===== config.mk =====
export PLATFORM = sky130hd
export DESIGN_NAME = mac_r_rx_cond
export DESIGN_NICKNAME = d
export VERILOG_FILES = /design/src/rtl/mac_r_rx_cond.sv
export SDC_FILE = /design/constraint.sdc
export NUM_CORES = 1
export LEC_CHECK = 0
export ABC_AREA = 1
export BUFFER_PORTS_ARGS = -buffer_cell sky130_fd_sc_hd__buf_4
export CAP_MARGIN = 20
export CORE_MARGIN = 2
export CORE_UTILIZATION = 53
export DETAILED_ROUTE_END_ITERATION = 12
export GPL_TIMING_DRIVEN = 0
export MAX_ROUTING_LAYER = met4
export PLACE_DENSITY_LB_ADDON = 0.25
export RECOVER_POWER = 100
export SETUP_SLACK_MARGIN = 0.3
export SLEW_MARGIN = 20
export SYNTH_ARGS = -nofsm -noshare
export SYNTH_HDL_FRONTEND = slang
export SYNTH_SLANG_ARGS = --single-unit

===== constraint.sdc =====
create_clock -name rx_clk -period 2 [get_ports rx_clk]
set_input_delay 0.1 -clock rx_clk [delete_from_list [all_inputs] [get_ports rx_clk]]
set_output_delay 0.1 -clock rx_clk [all_outputs]
set_load 0.02 [all_outputs]

===== src/rtl/mac_r_rx_cond.sv =====
// mac_r_rx_cond -- receive-side PHY conditioner (rx_clk domain)
//
// Sits between the GMII/MII PHY pins and the receive MAC. It registers the
// raw receive pins, drops frames that start too soon after the previous one
// (short inter-frame gap), truncates jabber frames, poisons bytes received
// with rx_er so the downstream CRC check fails, and keeps saturating
// per-event statistics counters.
//
// Ports
//   rx_clk, rstn          PHY receive clock, asynchronous active-low reset
//   speed[1:0]            00:10M 01:100M 10:1000M (speed[1]=1 -> byte mode)
//   phy_rx_dv/er, phy_rxd raw PHY receive pins
//   rx_dv, gm_rx_d        conditioned data valid / data to the MAC (1 cycle late)
//   clr_cnt               synchronous clear of all counters (wins over increments)
//   cnt_ok, cnt_err, cnt_jabber, cnt_ifg_drop, cnt_false_car
//                         saturating event counters, CNT_W bits each
//
// Parameters: MIN_IFG (byte times, >=1), MAX_BYTES (<8192), CNT_W.

module mac_r_rx_cond #(
    parameter int MIN_IFG   = 12,
    parameter int MAX_BYTES = 1530,
    parameter int CNT_W     = 16
) (
    input  logic             rx_clk,
    input  logic             rstn,
    input  logic [1:0]       speed,
    input  logic             phy_rx_dv,
    input  logic             phy_rx_er,
    input  logic [7:0]       phy_rxd,
    output logic             rx_dv,
    output logic [7:0]       gm_rx_d,
    input  logic             clr_cnt,
    output logic [CNT_W-1:0] cnt_ok,
    output logic [CNT_W-1:0] cnt_err,
    output logic [CNT_W-1:0] cnt_jabber,
    output logic [CNT_W-1:0] cnt_ifg_drop,
    output logic [CNT_W-1:0] cnt_false_car
);

    localparam int GAP_W = $clog2(MIN_IFG + 1);

    // counter slots
    localparam int C_OK  = 0;
    localparam int C_ERR = 1;
    localparam int C_JAB = 2;
    localparam int C_IFG = 3;
    localparam int C_FC  = 4;
    localparam int N_CNT = 5;

    typedef enum logic [1:0] {IDLE, PASS, DROP, TRUNC} state_t;

    state_t             state_q, state_d;
    logic [GAP_W-1:0]   gap_q, gap_d;
    logic [12:0]        len_q, len_d;
    logic               err_q, err_d;
    logic               byte_q, byte_d;     // speed[1] latched at frame start
    logic               fc_q, fc_d;         // false carrier already counted for this er pulse
    logic               dv_prev_q;
    logic               ph_q;               // nibble phase: 1 = second half of a byte time
    logic               rx_dv_q, rx_dv_d;
    logic [7:0]         gm_rx_d_q, gm_rx_d_d;
    logic [CNT_W-1:0]   cnt_q [N_CNT];
    logic [N_CNT-1:0]   cnt_inc;

    logic       dv_rise, dv_edge, byte_mode, tick, fc_code;
    logic [7:0] fwd_data;
    logic       speed_unused;

    // speed[0] only distinguishes 10M from 100M, which look identical here
    assign speed_unused = speed[0];

    assign dv_rise  = phy_rx_dv & ~dv_prev_q;
    assign dv_edge  = phy_rx_dv ^ dv_prev_q;
    // Idle time follows the live speed pins; inside a frame the speed is frozen.
    assign byte_mode = (state_q == IDLE) ? speed[1] : byte_q;
    // Nibble mode: one byte time per two cycles, phase restarted on every dv edge.
    assign tick     = byte_mode | (~dv_edge & ph_q);
    assign fwd_data = phy_rx_er ? ~phy_rxd : phy_rxd;
    assign fc_code  = speed[1] ? (phy_rxd == 8'h0E) : (phy_rxd[3:0] == 4'hE);

    always_comb begin
        state_d   = state_q;
        gap_d     = gap_q;
        len_d     = len_q;
        err_d     = err_q;
        byte_d    = byte_q;
        fc_d      = fc_q & phy_rx_er;
        rx_dv_d   = 1'b0;
        gm_rx_d_d = 8'h00;
        cnt_inc   = '0;
        case (state_q)
            IDLE: begin
                if (phy_rx_dv) begin
                    byte_d = speed[1];
                    // dv high without a rise only happens right after reset
                    // mid-frame; that partial frame is discarded silently.
                    if (dv_rise && gap_q >= GAP_W'(MIN_IFG)) begin
                        state_d   = PASS;
                        len_d     = {12'd0, tick};
                        err_d     = phy_rx_er;
                        rx_dv_d   = 1'b1;
                        gm_rx_d_d = fwd_data;
                    end else begin
                        state_d        = DROP;
                        cnt_inc[C_IFG] = dv_rise;
                    end
                end else begin
                    if (tick && gap_q < GAP_W'(MIN_IFG)) begin
                        gap_d = gap_q + GAP_W'(1);
                    end
                    if (phy_rx_er && fc_code && !fc_q) begin
                        cnt_inc[C_FC] = 1'b1;
                        fc_d          = 1'b1;
                    end
                end
            end
            PASS: begin
                if (!phy_rx_dv) begin
                    // the fall cycle is the first idle byte time of the gap
                    state_d = IDLE;
                    gap_d   = GAP_W'(tick);
                    if (err_q || phy_rx_er) cnt_inc[C_ERR] = 1'b1;
                    else                    cnt_inc[C_OK]  = 1'b1;
                end else if (len_q >= 13'(MAX_BYTES)) begin
                    state_d        = TRUNC;
                    cnt_inc[C_JAB] = 1'b1;
                end else begin
                    rx_dv_d   = 1'b1;
                    gm_rx_d_d = fwd_data;
                    len_d     = len_q + {12'd0, tick};
                    if (phy_rx_er) err_d = 1'b1;
                end
            end
            DROP, TRUNC: begin
                if (!phy_rx_dv) begin
                    state_d = IDLE;
                    gap_d   = GAP_W'(tick);
                end
            end
            default: state_d = IDLE;
        endcase
    end

    always_ff @(posedge rx_clk or negedge rstn) begin
        if (!rstn) begin
            state_q   <= IDLE;
            gap_q     <= GAP_W'(MIN_IFG);
            len_q     <= '0;
            err_q     <= 1'b0;
            byte_q    <= 1'b1;
            fc_q      <= 1'b0;
            // Pretend dv was high so a frame already in progress at reset
            // release is not mistaken for a fresh start of frame.
            dv_prev_q <= 1'b1;
            ph_q      <= 1'b0;
            rx_dv_q   <= 1'b0;
            gm_rx_d_q <= 8'h00;
        end else begin
            state_q   <= state_d;
            gap_q     <= gap_d;
            len_q     <= len_d;
            err_q     <= err_d;
            byte_q    <= byte_d;
            fc_q      <= fc_d;
            dv_prev_q <= phy_rx_dv;
            ph_q      <= dv_edge | ~ph_q;
            rx_dv_q   <= rx_dv_d;
            gm_rx_d_q <= gm_rx_d_d;
        end
    end

    // saturating statistics counters; clear beats a same-cycle increment
    for (genvar gi = 0; gi < N_CNT; gi++) begin : g_cnt
        always_ff @(posedge rx_clk or negedge rstn) begin
            if (!rstn) begin
                cnt_q[gi] <= '0;
            end else if (clr_cnt) begin
                cnt_q[gi] <= '0;
            end else if (cnt_inc[gi] && cnt_q[gi] != '1) begin
                cnt_q[gi] <= cnt_q[gi] + CNT_W'(1);
            end
        end
    end

    assign rx_dv         = rx_dv_q;
    assign gm_rx_d       = gm_rx_d_q;
    assign cnt_ok        = cnt_q[C_OK];
    assign cnt_err       = cnt_q[C_ERR];
    assign cnt_jabber    = cnt_q[C_JAB];
    assign cnt_ifg_drop  = cnt_q[C_IFG];
    assign cnt_false_car = cnt_q[C_FC];

endmodule


* Word-level counts from Yosys, hierarchy flattened
Cells that the tools add are included.
** Word-level totals
- Bits in registers :: 113
- Input bits :: 15
- Output and inout bits :: 89
- Logic and storage cells :: 138
** Cells by class
- Add/sub/neg operators :: 7
- $lt $le $gt $ge :: 3
- Equality and inequality tests :: 20
- Multiplexer cells :: 58
- Bitwise logic cells :: 10
- Reductions and logical operators :: 25
** Operator list (count)
- $mux 16 :: 10
- $add 16x1->16 const B :: 5
- $ne 16x16->1 const B :: 5
- $mux 13 :: 4
- $mux 8 :: 5
- $pmux 13 s2 :: 1
- $mux 1 :: 22
- $pmux 8 s2 :: 1
- $mux 2 :: 7
- $ne 2x2->1 const B :: 7
- $add 13x1->13 :: 1
- $ge 13x11->1 const B :: 1
- $mux 4 :: 3
- $reduce_bool 2->1 :: 6
- $logic_and 1x1->1 :: 9
- $eq 8x4->1 const B :: 1
- $not 8->8 :: 1
- $pmux 4 s2 :: 1
- $pmux 2 s3 :: 1
- $reduce_and 3->1 :: 2
- $reduce_and 6->1 :: 1
- $reduce_and 5->1 :: 1
- $add 4x1->4 const B :: 1
- $eq 2x2->1 const B :: 2
- 18 further kinds :: 25

* Longest topological paths before layout
- Word-level depth :: 10
- Mapped depth :: 13
- Depth with buffers taken out :: 13

* Worst setup path before layout
OpenSTA, ideal clock, no wires.
- Kind :: register to register
- Start point :: reg dv_prev_q
- End point :: reg len_q[8]
- Setup time :: 116 ps
- Arrival :: 2008 ps
- Required time :: 1884 ps
- Slack :: -125 ps
- Stages on the path, launching flop included :: 14
- Buffers on the path :: 0
- Clock period less this slack :: 2125 ps
- Cell sequence :: dfstp_2 > inv_1 > ha_1 > nand2_1 > o211ai_2 > ha_1 > ha_1 > nand2_1 > nor2_1 > nand2_1 > xor2_1 > nor2_1 > nand2_1 > nand2_1
** On the way
- Longest elaborated chain between the ends :: 8
- Elaborated cells on any way between the ends :: 13
- Those cells by class :: add/sub: 1; eq/ne: 1; mux: 3; bitwise: 6; reduce/logical: 2
** Ends and longest elaborated chain
- start: declaration :: RTL line 59 : logic dv_prev_q;
- start signal: assignment :: RTL line 166 : dv_prev_q <= phy_rx_dv;
- $xor 1x1->1 :: RTL line 74 : assign dv_edge = phy_rx_dv ^ dv_prev_q;
- $not 1->1 :: RTL line 78 : assign tick = byte_mode | (~dv_edge & ph_q);
- $and 1x1->1 :: RTL line 78
- $or 1x1->1 :: RTL line 78
- $add 13x1->13 :: RTL line 131 : len_d = len_q + {12'd0, tick};
- $mux 13 :: RTL line 125 : end else if (len_q >= 13'(MAX_BYTES)) begin
- $mux 13 :: RTL line 119 : if (!phy_rx_dv) begin
- $pmux 13 s2 :: RTL line 92 : case (state_q)
- end signal: assignment :: RTL line 162 : len_q <= len_d;
- end: declaration :: RTL line 55 : logic [12:0] len_q, len_d;
Parallel ways exist; a longest one is shown, timed or not. The select of a mux whose other input is x is not followed.
A chain may end at the register's enable or synchronous reset.

* Worst setup path in the final report
- Start point :: reg dv_prev_q
- End point :: reg len_q[6]
The elaborated chain is that of the path after synthesis.

==> impl_metrics.env <==
export IMPL_cp_arrival_ps=2340
export IMPL_status="complete, no violations"
export IMPL_ys_ff_latch=113
export IMPL_cap_violations=0
export IMPL_grt_max_degree=70
export IMPL_synthCells=975
export IMPL_clock_root_buffer="clkbuf_16"
export IMPL_start_util_pct=54.2
export IMPL_cts_sinks=113
export IMPL_drt_pass1_iterations=5
export IMPL_rsz0062_at_grt="true"
export IMPL_cts_tree="yes"
export IMPL_clock_skew_ps=10.6
export IMPL_fin_crit_sh_pct=99.9
export IMPL_worst_path_buf_inv=1
export IMPL_crit_path_max_incr_delay_ps=520
export IMPL_die_y_um=120
export IMPL_synth_cell_types=39
export IMPL_synth_area_per_cell_um2=7.33
export IMPL_yosysWarnings=0
export IMPL_drive_gt1_share_pct=20.0
export IMPL_core_um2=13200
export IMPL_final_area_um2=9170
export IMPL_fillCellCount=1092
export IMPL_seq_area_frac_synth_pct=39.6
export IMPL_ant_nets=0
export IMPL_grt_pass1_wl_um=31500
export IMPL_rows=42
export IMPL_finalPower_mw=6.18
export IMPL_grt_overflow_total=0
export IMPL_h_tree_depth=4
export IMPL_die_w_um=120
export IMPL_mostFrequentLayoutCell="nand2_1"
export IMPL_route_detailed_drc=0
export IMPL_grt_antenna_before_repair=0
export IMPL_multi_input_area_um2=4080
export IMPL_slew_viol_final=0
export IMPL_setup_viol=0
export IMPL_utilization_pct=69.5
export IMPL_layout_common_cells="nand2_1, nor2_1, dfrtp_1"
export IMPL_slowest_stage="dfstp_2"
export IMPL_hold_viol_final=0
export IMPL_cts_clk_slew_worst_paths_ps=50
export IMPL_drt_total_wl_um=19400
export IMPL_syn_area_um2=7150
export IMPL_power_leakage_nw=4.29
export IMPL_tightestPinTransition_ps=1130
export IMPL_portBuffers=101
export IMPL_wl_per_cell_um=14.6
export IMPL_path_cells="inv_2 > ha_4 > nand2_4 > o211ai_4 > ha_4 > ha_4 > nand2_4 > nor2_4 > a21oi_2 > nor3_1 > nand2_1 > o21ai_1"
export IMPL_cts_buffers=17
export IMPL_clkLatencyLatePin_ps=420
export IMPL_cp_required_ps=2340
export IMPL_die_area_um2=14400
export IMPL_period_needed_ps=2000
export IMPL_syn_nets=999
export IMPL_dr_total_vias=7119
export IMPL_end_kind="flop"
export IMPL_worstSetupPathType="flop to flop"
export IMPL_max_freq_mhz=500
export IMPL_io_pins=104
export IMPL_hold_class="input port to flop"
export IMPL_power_density_nw_per_um2=674
export IMPL_drt_iter0_markers=642
export IMPL_area_delta_synth_final_pct=28.3
export IMPL_peakVddDrop_uv=655
export IMPL_relSlewSlack_pct=24.8
export IMPL_crit_path_frequent_cell="ha_4"
export IMPL_cp_max_fo=4
export IMPL_hpwl_um=13000
export IMPL_register_area_um2=2840
export IMPL_grt_pass1_vias=6394
export IMPL_antenna_cells=0
export IMPL_startpoint_type="flop"
export IMPL_nets=1165
export IMPL_placed_cell_area_um2=8190
export IMPL_critical_path_top_delay_family="adder cells"
export IMPL_clockBufferDepth=2
export IMPL_grt_util_all_layers_pct=28.1
export IMPL_gp_congestion=0.922
export IMPL_vias_per_cell=5.35
## power breakdown
| group | switching [mW] | internal (mW) | total, mW |
|---|---|---|---|
| Combinational | 0.441 | 0.293 | 0.735 |
| Sequential | 0.0564 | 2.36 | 2.42 |
| Clock | 1.03 | 1.99 | 3.03 |
## per-stage QoR
step / cells / hold WS, ps / setup WS, ps / TNS [ps]
after global routing: 1330 / 43.6 / -116 / -526
final: 1330 / 34.7 / 1.05 / 0
after floorplan: 975 / -196 / 8.34 / 0
after detailed placement: 1253 / 54.1 / -166 / -471
after CTS: 1313 / 10.0 / 13.6 / 0
after global placement: 1252 / 266 / -128 / -339
## per-layer routing
metal	GRT usage, %	part of all wire, %
met5	-	0
met4	9.78	1.8
met3	6.08	5.7
met2	44.0	49
met1	36.3	43
## sequential cells by signal (all words and copies together), names as in the netlist
signal	cells
rx_dv	1
state_q	2
ph_q	1
dv_prev_q	1
cnt_err	16
len_q	13
byte_q	1
cnt_ok	16
cnt_ifg_drop	16
err_q	1
cnt_jabber	16
gm_rx_d	8
cnt_false_car	16
gap_q	4
fc_q	1
## worst register-to-register path, cell delays in order, from the launching register on
cell      delay [ps]
dfstp_2          520
inv_2             40
ha_4             260
nand2_4           50
o211ai_4         100
ha_4             180
ha_4             150
nand2_4           60
nor2_4           150
a21oi_2           70
nor3_1           200
nand2_1           70
o21ai_1           80
## area by class of cell
type | count | share of cell area (%)
multi-input cells | 763 | 44.5
inverters | 74 | 3.03
plain buffers | 25 | 2.17
clock inverters | 5 | 0.819
clock buffers | 27 | 5.60
well taps | 176 | 2.40
flip-flops and latches | 113 | 30.9
repair buffers | 147 | 10.5
## worst paths after layout
| kind | startpoint | end | slack [ps] | cells after the start |
|---|---|---|---|---|
| max reg2reg | dv_prev_q$_DFF_PN1_ | len_q[6]$_DFFE_PN0P_ | 1 | 12 |
| min reg2reg | err_q$_DFFE_PN0P_ | err_q$_DFFE_PN0P_ | 490 | 2 |
| min in group asynchronous | rstn | rx_dv$_DFF_PN0_ | 420 | 2 |
| min | phy_rx_dv | state_q[1]$_DFFE_PN0P_ | 30 | 3 |
| max | dv_prev_q$_DFF_PN1_ | len_q[6]$_DFFE_PN0P_ | 1 | 12 |
| max in group asynchronous | rstn | cnt_ifg_drop[0]$_DFFE_PN0P_ | 330 | 3 |
## cell usage after synthesis, drive strengths merged
| library cell | number | share of area, % |
|---|---|---|
| dfrtp | 109 | 38 |
| nor3 | 6 | 0.56 |
| clkbuf | 3 | 0.16 |
| xnor2 | 8 | 0.98 |
| nand4 | 66 | 5.8 |
| o21bai | 16 | 1.7 |
| nand3 | 107 | 8.0 |
| ha | 9 | 1.6 |
| inv | 74 | 3.9 |
| nand3b | 5 | 0.53 |
| and2 | 3 | 0.26 |
| nand2 | 337 | 19 |
| nor2 | 135 | 9.3 |
| a21o | 1 | 0.11 |
| buf | 22 | 2.5 |
| xor2 | 23 | 2.8 |
| a21oi | 7 | 0.49 |
| o21ai | 27 | 1.9 |
| dfstp | 4 | 1.5 |
| nor3b | 2 | 0.21 |
| o22ai | 2 | 0.18 |
| a21boi | 1 | 0.11 |
| or2 | 7 | 0.61 |
| o211ai | 1 | 0.18 |
## kinds of logic (layout without fill, tap and decap cells)
kind of cell    after synthesis  count (layout)  synth area share [%]
xor+xnor                     31              31                  3.80
fa+ha+maj                     9               9                  1.58
compound gates               55              55                  4.62
buf+inv                      99             278                  6.53
flops                       113             113                  39.6
simple gates                668             668                  43.8
## repair_timing
action                     4_1_cts  5_1_grt
cloned                           0        2
setup buffers                   16       15
setup endpoints to repair       72       88
hold endpoints to repair        54        0
hold buffers                    12        0
pin swaps                       17       14
gates resized for setup         25       48
No activity file was read; power rests on OpenSTA's default activity.
